[config.mk]
export PLATFORM = sky130hd
export DESIGN_NAME = dht_reader_flat
export DESIGN_NICKNAME = d
export VERILOG_FILES = /design/src/rtl/dht_reader_if.sv /design/src/rtl/dht_reader.sv /design/src/flat_wrapper.sv
export SDC_FILE = /design/constraint.sdc
export NUM_CORES = 1
export LEC_CHECK = 0
export ABC_AREA = 1
export BUFFER_PORTS_ARGS = -buffer_cell sky130_fd_sc_hd__buf_2
export CAP_MARGIN = 20
export CORE_UTILIZATION = 60
export DETAILED_ROUTE_END_ITERATION = 6
export PLACE_DENSITY = 0.79
export SLEW_MARGIN = 20
export SYNTH_ARGS = -nofsm -noshare
export SYNTH_HDL_FRONTEND = slang
export SYNTH_SLANG_ARGS = --single-unit
export TNS_END_PERCENT = 50
[constraint.sdc]
create_clock -name clk -period 7.6 [get_ports clk]
set_input_delay 0.76 -clock clk [delete_from_list [all_inputs] [get_ports clk]]
set_output_delay 0.76 -clock clk [all_outputs]
set_load 0.02 [all_outputs]
[src/rtl/dht_reader_if.sv]
// rtl/dht_reader_if.sv - DHT single-wire line and measurement result bundle
//
// Groups the sensor pad signals and the result outputs of dht_reader.
//   dht_in     sensor line as seen at the pad (asynchronous to clk)
//   dht_oe     1 = pad pulls the line low, 0 = released to the pull-up
//   tem_hum_o  {humidity x10 [31:16], temperature x10 [15:0]}
//   valid_o    one-cycle pulse when tem_hum_o is updated
//   err_o      sticky flag for the last failed read
//   busy_o     reader is not idle
// master: the reader. slave: the pad/consumer side.
interface dht_reader_if;
    logic        dht_in;
    logic        dht_oe;
    logic [31:0] tem_hum_o;
    logic        valid_o;
    logic        err_o;
    logic        busy_o;

    modport master (
        input  dht_in,
        output dht_oe,
        output tem_hum_o,
        output valid_o,
        output err_o,
        output busy_o
    );

    modport slave (
        output dht_in,
        input  dht_oe,
        input  tem_hum_o,
        input  valid_o,
        input  err_o,
        input  busy_o
    );
endinterface

[src/rtl/dht_reader.sv]
// rtl/dht_reader.sv - periodic DHT11/DHT22 single-wire temperature/humidity reader
//
// Every PERIOD_MS milliseconds the reader pulls the line low for START_US,
// releases it, follows the sensor acknowledge, and decodes 40 data bits by
// the length of each high phase (more than 50 us = 1). Any sensor phase that
// lasts TIMEOUT_US aborts the read and raises err_o.
//
// Ports:
//   clk  system clock, rising edge
//   rst  asynchronous, active-high reset
//   bus  dht_reader_if.master (dht_in, dht_oe, tem_hum_o, valid_o, err_o, busy_o)
//
// Build option: define DHT_CHECKSUM_EN to reject frames whose checksum byte
// does not match the sum of the four data bytes.
module dht_reader #(
    parameter logic [5:0]  CNT_1US_MAX = 6'd49,
    parameter logic [15:0] START_US    = 16'd2000,
    parameter logic [11:0] PERIOD_MS   = 12'd2000,
    parameter logic [15:0] TIMEOUT_US  = 16'd200
) (
    input  logic         clk,
    input  logic         rst,
    dht_reader_if.master bus
);

    typedef enum logic [2:0] {
        IDLE, START, WAIT_ACK, ACK_LOW, ACK_HIGH, BIT_LOW, BIT_HIGH, DONE
    } state_t;

    state_t      state, next_state;
    logic [2:0]  sync_q;       // [1:0] synchronizer, [2] registered copy
    logic [5:0]  pre_cnt;
    logic        tick;
    logic [15:0] cnt_us;
    logic [15:0] cnt_inc;
    logic [11:0] ms_cnt;
    logic [5:0]  bit_idx;
    logic [39:0] shift;
    logic        line, rise, fall;
    logic        timed_out;
    logic        frame_ok;
    logic        bit_val;
    logic        oe_q, valid_q, err_q, busy_q;
    logic [31:0] tem_hum_q;

    assign line = sync_q[1];
    assign rise = line & ~sync_q[2];
    assign fall = ~line & sync_q[2];
    assign tick = (pre_cnt == CNT_1US_MAX);

    // Phase count including the tick of the current cycle: a high phase of
    // N us then always measures exactly N, independent of prescaler phase.
    assign cnt_inc = (tick && cnt_us != 16'hFFFF) ? cnt_us + 16'd1 : cnt_us;
    assign bit_val = (cnt_inc > 16'd50);

`ifdef DHT_CHECKSUM_EN
    logic [7:0] csum_calc;
    assign csum_calc = shift[39:32] + shift[31:24] + shift[23:16] + shift[15:8];
    assign frame_ok  = (csum_calc == shift[7:0]);
`else
    // Checksum byte is shifted in but ignored in this build.
    logic unused_csum;
    assign unused_csum = ^shift[7:0];
    assign frame_ok    = 1'b1;
`endif

    always_comb begin
        next_state = state;
        timed_out  = 1'b0;
        unique case (state)
            IDLE:     if (ms_cnt == PERIOD_MS) next_state = START;
            START:    if (cnt_us == START_US)  next_state = WAIT_ACK;
            WAIT_ACK: if (fall) next_state = ACK_LOW;
            ACK_LOW:  if (rise) next_state = ACK_HIGH;
            ACK_HIGH: if (fall) next_state = BIT_LOW;
            BIT_LOW:  if (rise) next_state = BIT_HIGH;
            BIT_HIGH: if (fall) next_state = (bit_idx == 6'd39) ? DONE : BIT_LOW;
            DONE:     next_state = IDLE;
            default:  next_state = IDLE;
        endcase
        // A stuck sensor phase overrides any edge seen in the same cycle.
        if ((state inside {WAIT_ACK, ACK_LOW, ACK_HIGH, BIT_LOW, BIT_HIGH}) &&
            cnt_us == TIMEOUT_US) begin
            timed_out  = 1'b1;
            next_state = IDLE;
        end
    end

    always_ff @(posedge clk or posedge rst) begin
        if (rst) begin
            state     <= IDLE;
            sync_q    <= 3'b111;   // released line idles high: no false edge
            pre_cnt   <= '0;
            cnt_us    <= '0;
            ms_cnt    <= '0;
            bit_idx   <= '0;
            shift     <= '0;
            oe_q      <= 1'b0;
            valid_q   <= 1'b0;
            err_q     <= 1'b0;
            busy_q    <= 1'b0;
            tem_hum_q <= '0;
        end else begin
            state   <= next_state;
            sync_q  <= {sync_q[1:0], bus.dht_in};
            pre_cnt <= tick ? 6'd0 : pre_cnt + 6'd1;

            if (next_state != state)
                cnt_us <= '0;
            else if (state == IDLE && tick && cnt_us == 16'd999)
                cnt_us <= '0;      // in IDLE cnt_us is the microsecond-in-ms count
            else
                cnt_us <= cnt_inc;

            if (state != IDLE || next_state != IDLE)
                ms_cnt <= '0;
            else if (tick && cnt_us == 16'd999 && ms_cnt != 12'hFFF)
                ms_cnt <= ms_cnt + 12'd1;

            if (state == ACK_HIGH && next_state == BIT_LOW) begin
                bit_idx <= '0;
                shift   <= '0;
            end else if (state == BIT_HIGH && fall && !timed_out) begin
                bit_idx <= bit_idx + 6'd1;
                shift   <= {shift[38:0], bit_val};
            end

            oe_q    <= (next_state == START);
            busy_q  <= (next_state != IDLE);
            valid_q <= (state == DONE) && frame_ok;

            if (state == DONE && frame_ok)
                tem_hum_q <= shift[39:8];

            if (timed_out)
                err_q <= 1'b1;
            else if (state == DONE)
                err_q <= !frame_ok;
        end
    end

    assign bus.dht_oe    = oe_q;
    assign bus.tem_hum_o = tem_hum_q;
    assign bus.valid_o   = valid_q;
    assign bus.err_o     = err_q;
    assign bus.busy_o    = busy_q;

endmodule

[src/flat_wrapper.sv]
// flat-port wrapper written by rule: the top's interface ports become plain ports
module dht_reader_flat 
#(
    parameter logic [5:0]  CNT_1US_MAX = 6'd49,
    parameter logic [15:0] START_US    = 16'd2000,
    parameter logic [11:0] PERIOD_MS   = 12'd2000,
    parameter logic [15:0] TIMEOUT_US  = 16'd200
)
  (clk, rst, bus_dht_in, bus_dht_oe, bus_tem_hum_o, bus_valid_o, bus_err_o, bus_busy_o);
  dht_reader_if bus_i ();
  input  logic clk;
  input  logic rst;
  input wire logic [$bits(bus_i.dht_in)-1:0] bus_dht_in;
  output wire logic [$bits(bus_i.dht_oe)-1:0] bus_dht_oe;
  output wire logic [$bits(bus_i.tem_hum_o)-1:0] bus_tem_hum_o;
  output wire logic [$bits(bus_i.valid_o)-1:0] bus_valid_o;
  output wire logic [$bits(bus_i.err_o)-1:0] bus_err_o;
  output wire logic [$bits(bus_i.busy_o)-1:0] bus_busy_o;
  assign bus_i.dht_in = bus_dht_in;
  assign bus_dht_oe = bus_i.dht_oe;
  assign bus_tem_hum_o = bus_i.tem_hum_o;
  assign bus_valid_o = bus_i.valid_o;
  assign bus_err_o = bus_i.err_o;
  assign bus_busy_o = bus_i.busy_o;
  dht_reader #(.CNT_1US_MAX(CNT_1US_MAX), .START_US(START_US), .PERIOD_MS(PERIOD_MS), .TIMEOUT_US(TIMEOUT_US)) u_core (.clk(clk), .rst(rst), .bus(bus_i));
endmodule
# Word-level counts from Yosys, hierarchy flattened
# Index checks and enable logic that the tools add are counted.
# totals
register_bits	122
input_bits	3
# op_classes
addsub	4
magnitude_cmp	1
n_eq_ne	18
n_mux	23
bitwise	4
reduce_logical	18
# op_table
op	n
$mux 40	2
$mux 16	3
$mux 12	2
$mux 3	8
$pmux 3 s8	1
$mux 6	3
$add 16x1->16 const B	1
$eq 16x10->1 const B	1
$eq 16x11->1 const B	1
$eq 16x8->1 const B	1
$gt 16x6->1 const B	1
$ne 16x16->1 const B	1
$eq 3x3->1 const B	5
$add 12x1->12 const B	1
$add 6x1->6 const B	2
$eq 12x11->1 const B	1
$eq 6x6->1 const B	2
$ne 12x12->1 const B	1
$logic_and 1x1->1	9
$eq 3x1->1 const B	2
$eq 3x2->1 const B	2
$reduce_bool 2->1	3
$reduce_bool 3->1	2
$reduce_bool 5->1	1
other kinds (8)	12

# Longest topological paths before layout
# depth
word_depth	8
ltp_mapped	16

# Worst setup path before layout
# No wires, ideal clock.
# synth_timing
path_kind	reg2reg
start	register u_core.cnt_us[0]
end	register u_core.cnt_us[10]
setup_ns	0.119
t_arrival_ns	1.716
t_required_ns	7.481
slack_ns	5.765
stages_incl_launch_ff	13
path_buffers	1
path_cell_list	dfrtp_1 -> inv_1 -> ha_1 -> nand2_1 -> nor4_2 -> nand2_1 -> nand2_1 -> nand2_2 -> nand2_1 -> nand2_1 -> nand3_2 -> buf_4 -> nor3_2
# synth_via
elab_chain_cells	6
# synth_rtl
item	line_no	text
start: declaration	dht_reader.sv:34	logic [15:0] cnt_us;
start signal: assignment	dht_reader.sv:113	cnt_us <= cnt_inc;
$eq 16x11->1	dht_reader.sv:72	START: if (cnt_us == START_US) next_state = WAIT_ACK;
$mux 3	dht_reader.sv:72	
$pmux 3 s8	dht_reader.sv:70	unique case (state)
$mux 3	dht_reader.sv:82	if ((state inside {WAIT_ACK, ACK_LOW, ACK_HIGH, BIT_LOW, BIT_HIGH}) &&
$ne 3x3->1	dht_reader.sv:108	if (next_state != state)
$mux 16 *	dht_reader.sv:108	
# Every way passes the cells marked *; elsewhere a longest branch is shown, timed or not.
# A chain may end at the register's enable or synchronous reset.

# Final worst setup path
# layout_timing
start	register u_core.state[0]
end	register u_core.bit_idx[5]
# layout_via
elab_chain_cells	7
# layout_rtl
item	line_no	text
start: declaration	dht_reader.sv:30	state_t state, next_state;
start signal: assignment	dht_reader.sv:104	state <= next_state;
$eq 3x2->1, or another cell as far along	dht_reader.sv:70, dht_reader.sv:82	
$reduce_bool 5->1	dht_reader.sv:82	
$logic_and 1x1->1	dht_reader.sv:82	
$mux 3 or $mux 1 (tied branches)	dht_reader.sv:82	
$eq 3x3->1 or $logic_not 1->1 (tied branches)	dht_reader.sv:120, dht_reader.sv:123	
$logic_and 1x1->1 (on tied branches)	dht_reader.sv:120, dht_reader.sv:123	
$mux 6 or $reduce_bool 2->1 (tied branches)	--	
end signal: assignment	dht_reader.sv:124	bit_idx <= bit_idx + 6'd1;
end: declaration	dht_reader.sv:37	logic [5:0] bit_idx;
# Parallel ways exist; a longest one is shown, timed or not.

==> metrics <==
Final Critical Period=2890 ps; Register Area=3060 sq um; fraction of registers with async set/reset=100%; total clock sinks=122; Max clock buf depth=2; vias in the first global route=just under 5000; # IOs=39; core footprint=9860 sq um; Num CTS Buffers=17; htree depth=4; Crit Path Class=reg2reg; CTS tree=yes; status=completed; CP max stage delay=between 400 and 500 ps; Area growth syn-to-layout=13.9%; Die H=103 um; DRC=0; Leakage=~0.0038 uW; slew of the pin with the lowest slew margin=805 ps; Crit path max-delay family=simple AND/OR/NAND/NOR gates; Post-synth top flop=dfrtp_1; Worst-Skew Late Latency=520 ps; Initial Util=62.3%; drt total wl=13.1 mm; r2r endpoint=u_core.bit_idx[5]$_DFFE_PP0P_; Worst-path clk slew=60 ps; Tot GR Track Use=27.5%; Gate Count Post-Synth=772; setup TNS=0 ps; fin crit share=38.0%; fmax=about 0.35 GHz; Hold Path Class=in2reg; r2r startpoint=u_core.state[0]$_DFF_PP0_; Die X-Extent=103 um; Pins Over Slew Limit=0; area of the multi-input gates=2680 sq um; # hold bufs at CTS=0; Distinct cells, synth=35; FF+latch count, synth=122; Initial DRC Count=295; CP Depth=14; startpoint types=flip-flop; Post-CTS Setup Repair Bufs=0; first-pass GRT wire length=22.4 mm; leading area contributor after synthesis=dfrtp_1; final-layout fill cell count=762; Crit. End Element=flip-flop; number of iterations in the first detailed-routing pass=5; # setup viols final=0; post-route ant nets=0; Slew HR=46.3%; Max VDD drop=0.150 mV; Final HPWL DP=8.21 mm; Hold Violations, Final=0; routability cong.=roughly 0.94; Post-synth EDFFs=0; Setup Skew=6.92 ps; Synth warnings=0; Slowest cell on crit path=dfrtp_1; crit path launch=u_core.state[0]$_DFF_PP0_; worst reg2reg path depth=14; Critical Path AT=3300 ps; synth top area cells=dfrtp_1, nand2_1, nand3_1; synth cell count leaders=nand2_1, dfrtp_1, nand3_1; Core Rows=36; layout cells sized above 1=between 15 and 20%; largest net degree at the start of global routing=between 60 and 70; WP data required=8010 ps; ant diodes=0; grt ovf=0; PostCTS Resize Cnt=0; final design utilization=71.0%; DR vias=5109; drt via density=roughly 5.4; Critical Path Sink=u_core.bit_idx[5]$_DFFE_PP0P_; maxcap violations=0; Mapped Area=6150 sq um; initial antenna violation count=0; unrepaired setup endpoints after global routing=no; FF-to-FF setup slack=4710 ps; most instantiated library cell after synthesis=nand2_1; Max FO, Critical Path=47; Synthesized Nets=782; post-synth top area share=48.4%; Nets=814; synthesized area per cell=7.96 sq um; Port-buffer cells=38; clock root buffer=clkbuf_8; crit-path cells=nand2_1 -> inv_2 -> nand2_4 -> nand2_1 -> inv_2 -> nand3_2 -> nand2_1 -> buf_4 -> inv_2 -> nand2_1 -> xor2_1 -> inv_1 -> nand2_1 -> inv_2; Bufs and invs on worst path=6; PwrDens=217 nW/um^2; CP most frequent cell=nand2_1; WL/cell=13.8 um; Seq/Total Area, Yosys=around half; die area=10700 sq um
-- state kept, by name, summed over array words and instances, names as in the netlist --
register / cells
u_core.bus.busy_o: 1
u_core.bus.valid_o: 1
u_core.bus.dht_oe: 1
u_core.state: 3
u_core.pre_cnt: 6
u_core.sync_q: 3
u_core.ms_cnt: 12
u_core.bus.tem_hum_o: 32
u_core.shift: 40
u_core.cnt_us: 16
u_core.bus.err_o: 1
u_core.bit_idx: 6
-- worst min-delay path by stage --
stage,start,endpoint,slack [ps],cells past startpoint
final,bus_dht_in,u_core.sync_q[0]$_DFF_PP1_,340,1
after global routing,bus_dht_in,u_core.sync_q[0]$_DFF_PP1_,320,1
after CTS,bus_dht_in,u_core.sync_q[0]$_DFF_PP1_,320,1
after detailed placement,u_core.sync_q[0]$_DFF_PP1_,u_core.sync_q[1]$_DFF_PP1_,350,0
after global placement,u_core.sync_q[0]$_DFF_PP1_,u_core.sync_q[1]$_DFF_PP1_,350,0
after floorplan,u_core.sync_q[0]$_DFF_PP1_,u_core.sync_q[1]$_DFF_PP1_,350,0
-- per-stage QoR --
step	total power (uW)	area, sq um	cells	hold WS, ps	setup slack, ps
after floorplan	673	6150	772	345	3600
after global placement	678	6370	918	348	4870
after detailed placement	678	6370	918	349	4760
after CTS	1530	7000	950	316	4760
after global routing	1560	7000	950	317	4480
final	1520	7000	950	336	4710
-- final cells by class --
| cell class | instances | share of cell area, % |
|---|---|---|
| inverters | 70 | 3.82 |
| well taps | 133 | 2.38 |
| clock buffers | 19 | 6.31 |
| repair buffers | 40 | 2.93 |
| clock inverters | 13 | 2.72 |
| flip-flops and latches | 122 | 43.6 |
| multi-input cells | 553 | 38.2 |
-- placed cells by master (no fill, tap or decap), types with 14 or more instances in the layout --
| cell type | synthesis | routed |
|---|---|---|
| xor2_1 | 19 | 19 |
| nand3_1 | 84 | 84 |
| clkbuf_16 | 0 | 16 |
| buf_2 | 12 | 38 |
| nand2_1 | 300 | 300 |
| o21ai_1 | 16 | 16 |
| inv_1 | 55 | 54 |
| nor3_1 | 14 | 14 |
| nor2_1 | 43 | 43 |
| dfrtp_1 | 119 | 119 |
-- routing by layer --
metal / share of wire [%] / vias to the layer above / GRT usage, %
met5: 0 / - / 0
met4: 1.9 / 0 / 11.2
met3: 4.9 / 24 / 6.18
met2: 50 / 148 / 47.0
met1: 44 / 2430 / 34.1
li1: - / 2507 / -
-- kinds of logic (layout without fill, tap and decap cells) --
logic type / count (synthesis) / count (layout) / synth area share [%]
fa+ha+maj: 7 / 7 / 1.42
xor+xnor: 19 / 19 / 2.71
buf+inv: 97 / 142 / 6.76
flops: 122 / 122 / 49.7
simple gates: 502 / 502 / 36.8
compound gates: 25 / 25 / 2.58
-- report_power, final --
part / switching, uW / internal, uW / leakage (uW)
clock: 301 / 553 / 0.000297
sequential: 0.584 / 651 / 0.00168
combinational: 12.9 / 1.02 / 0.00181
Note: power is estimated with default switching activity, not from simulation.
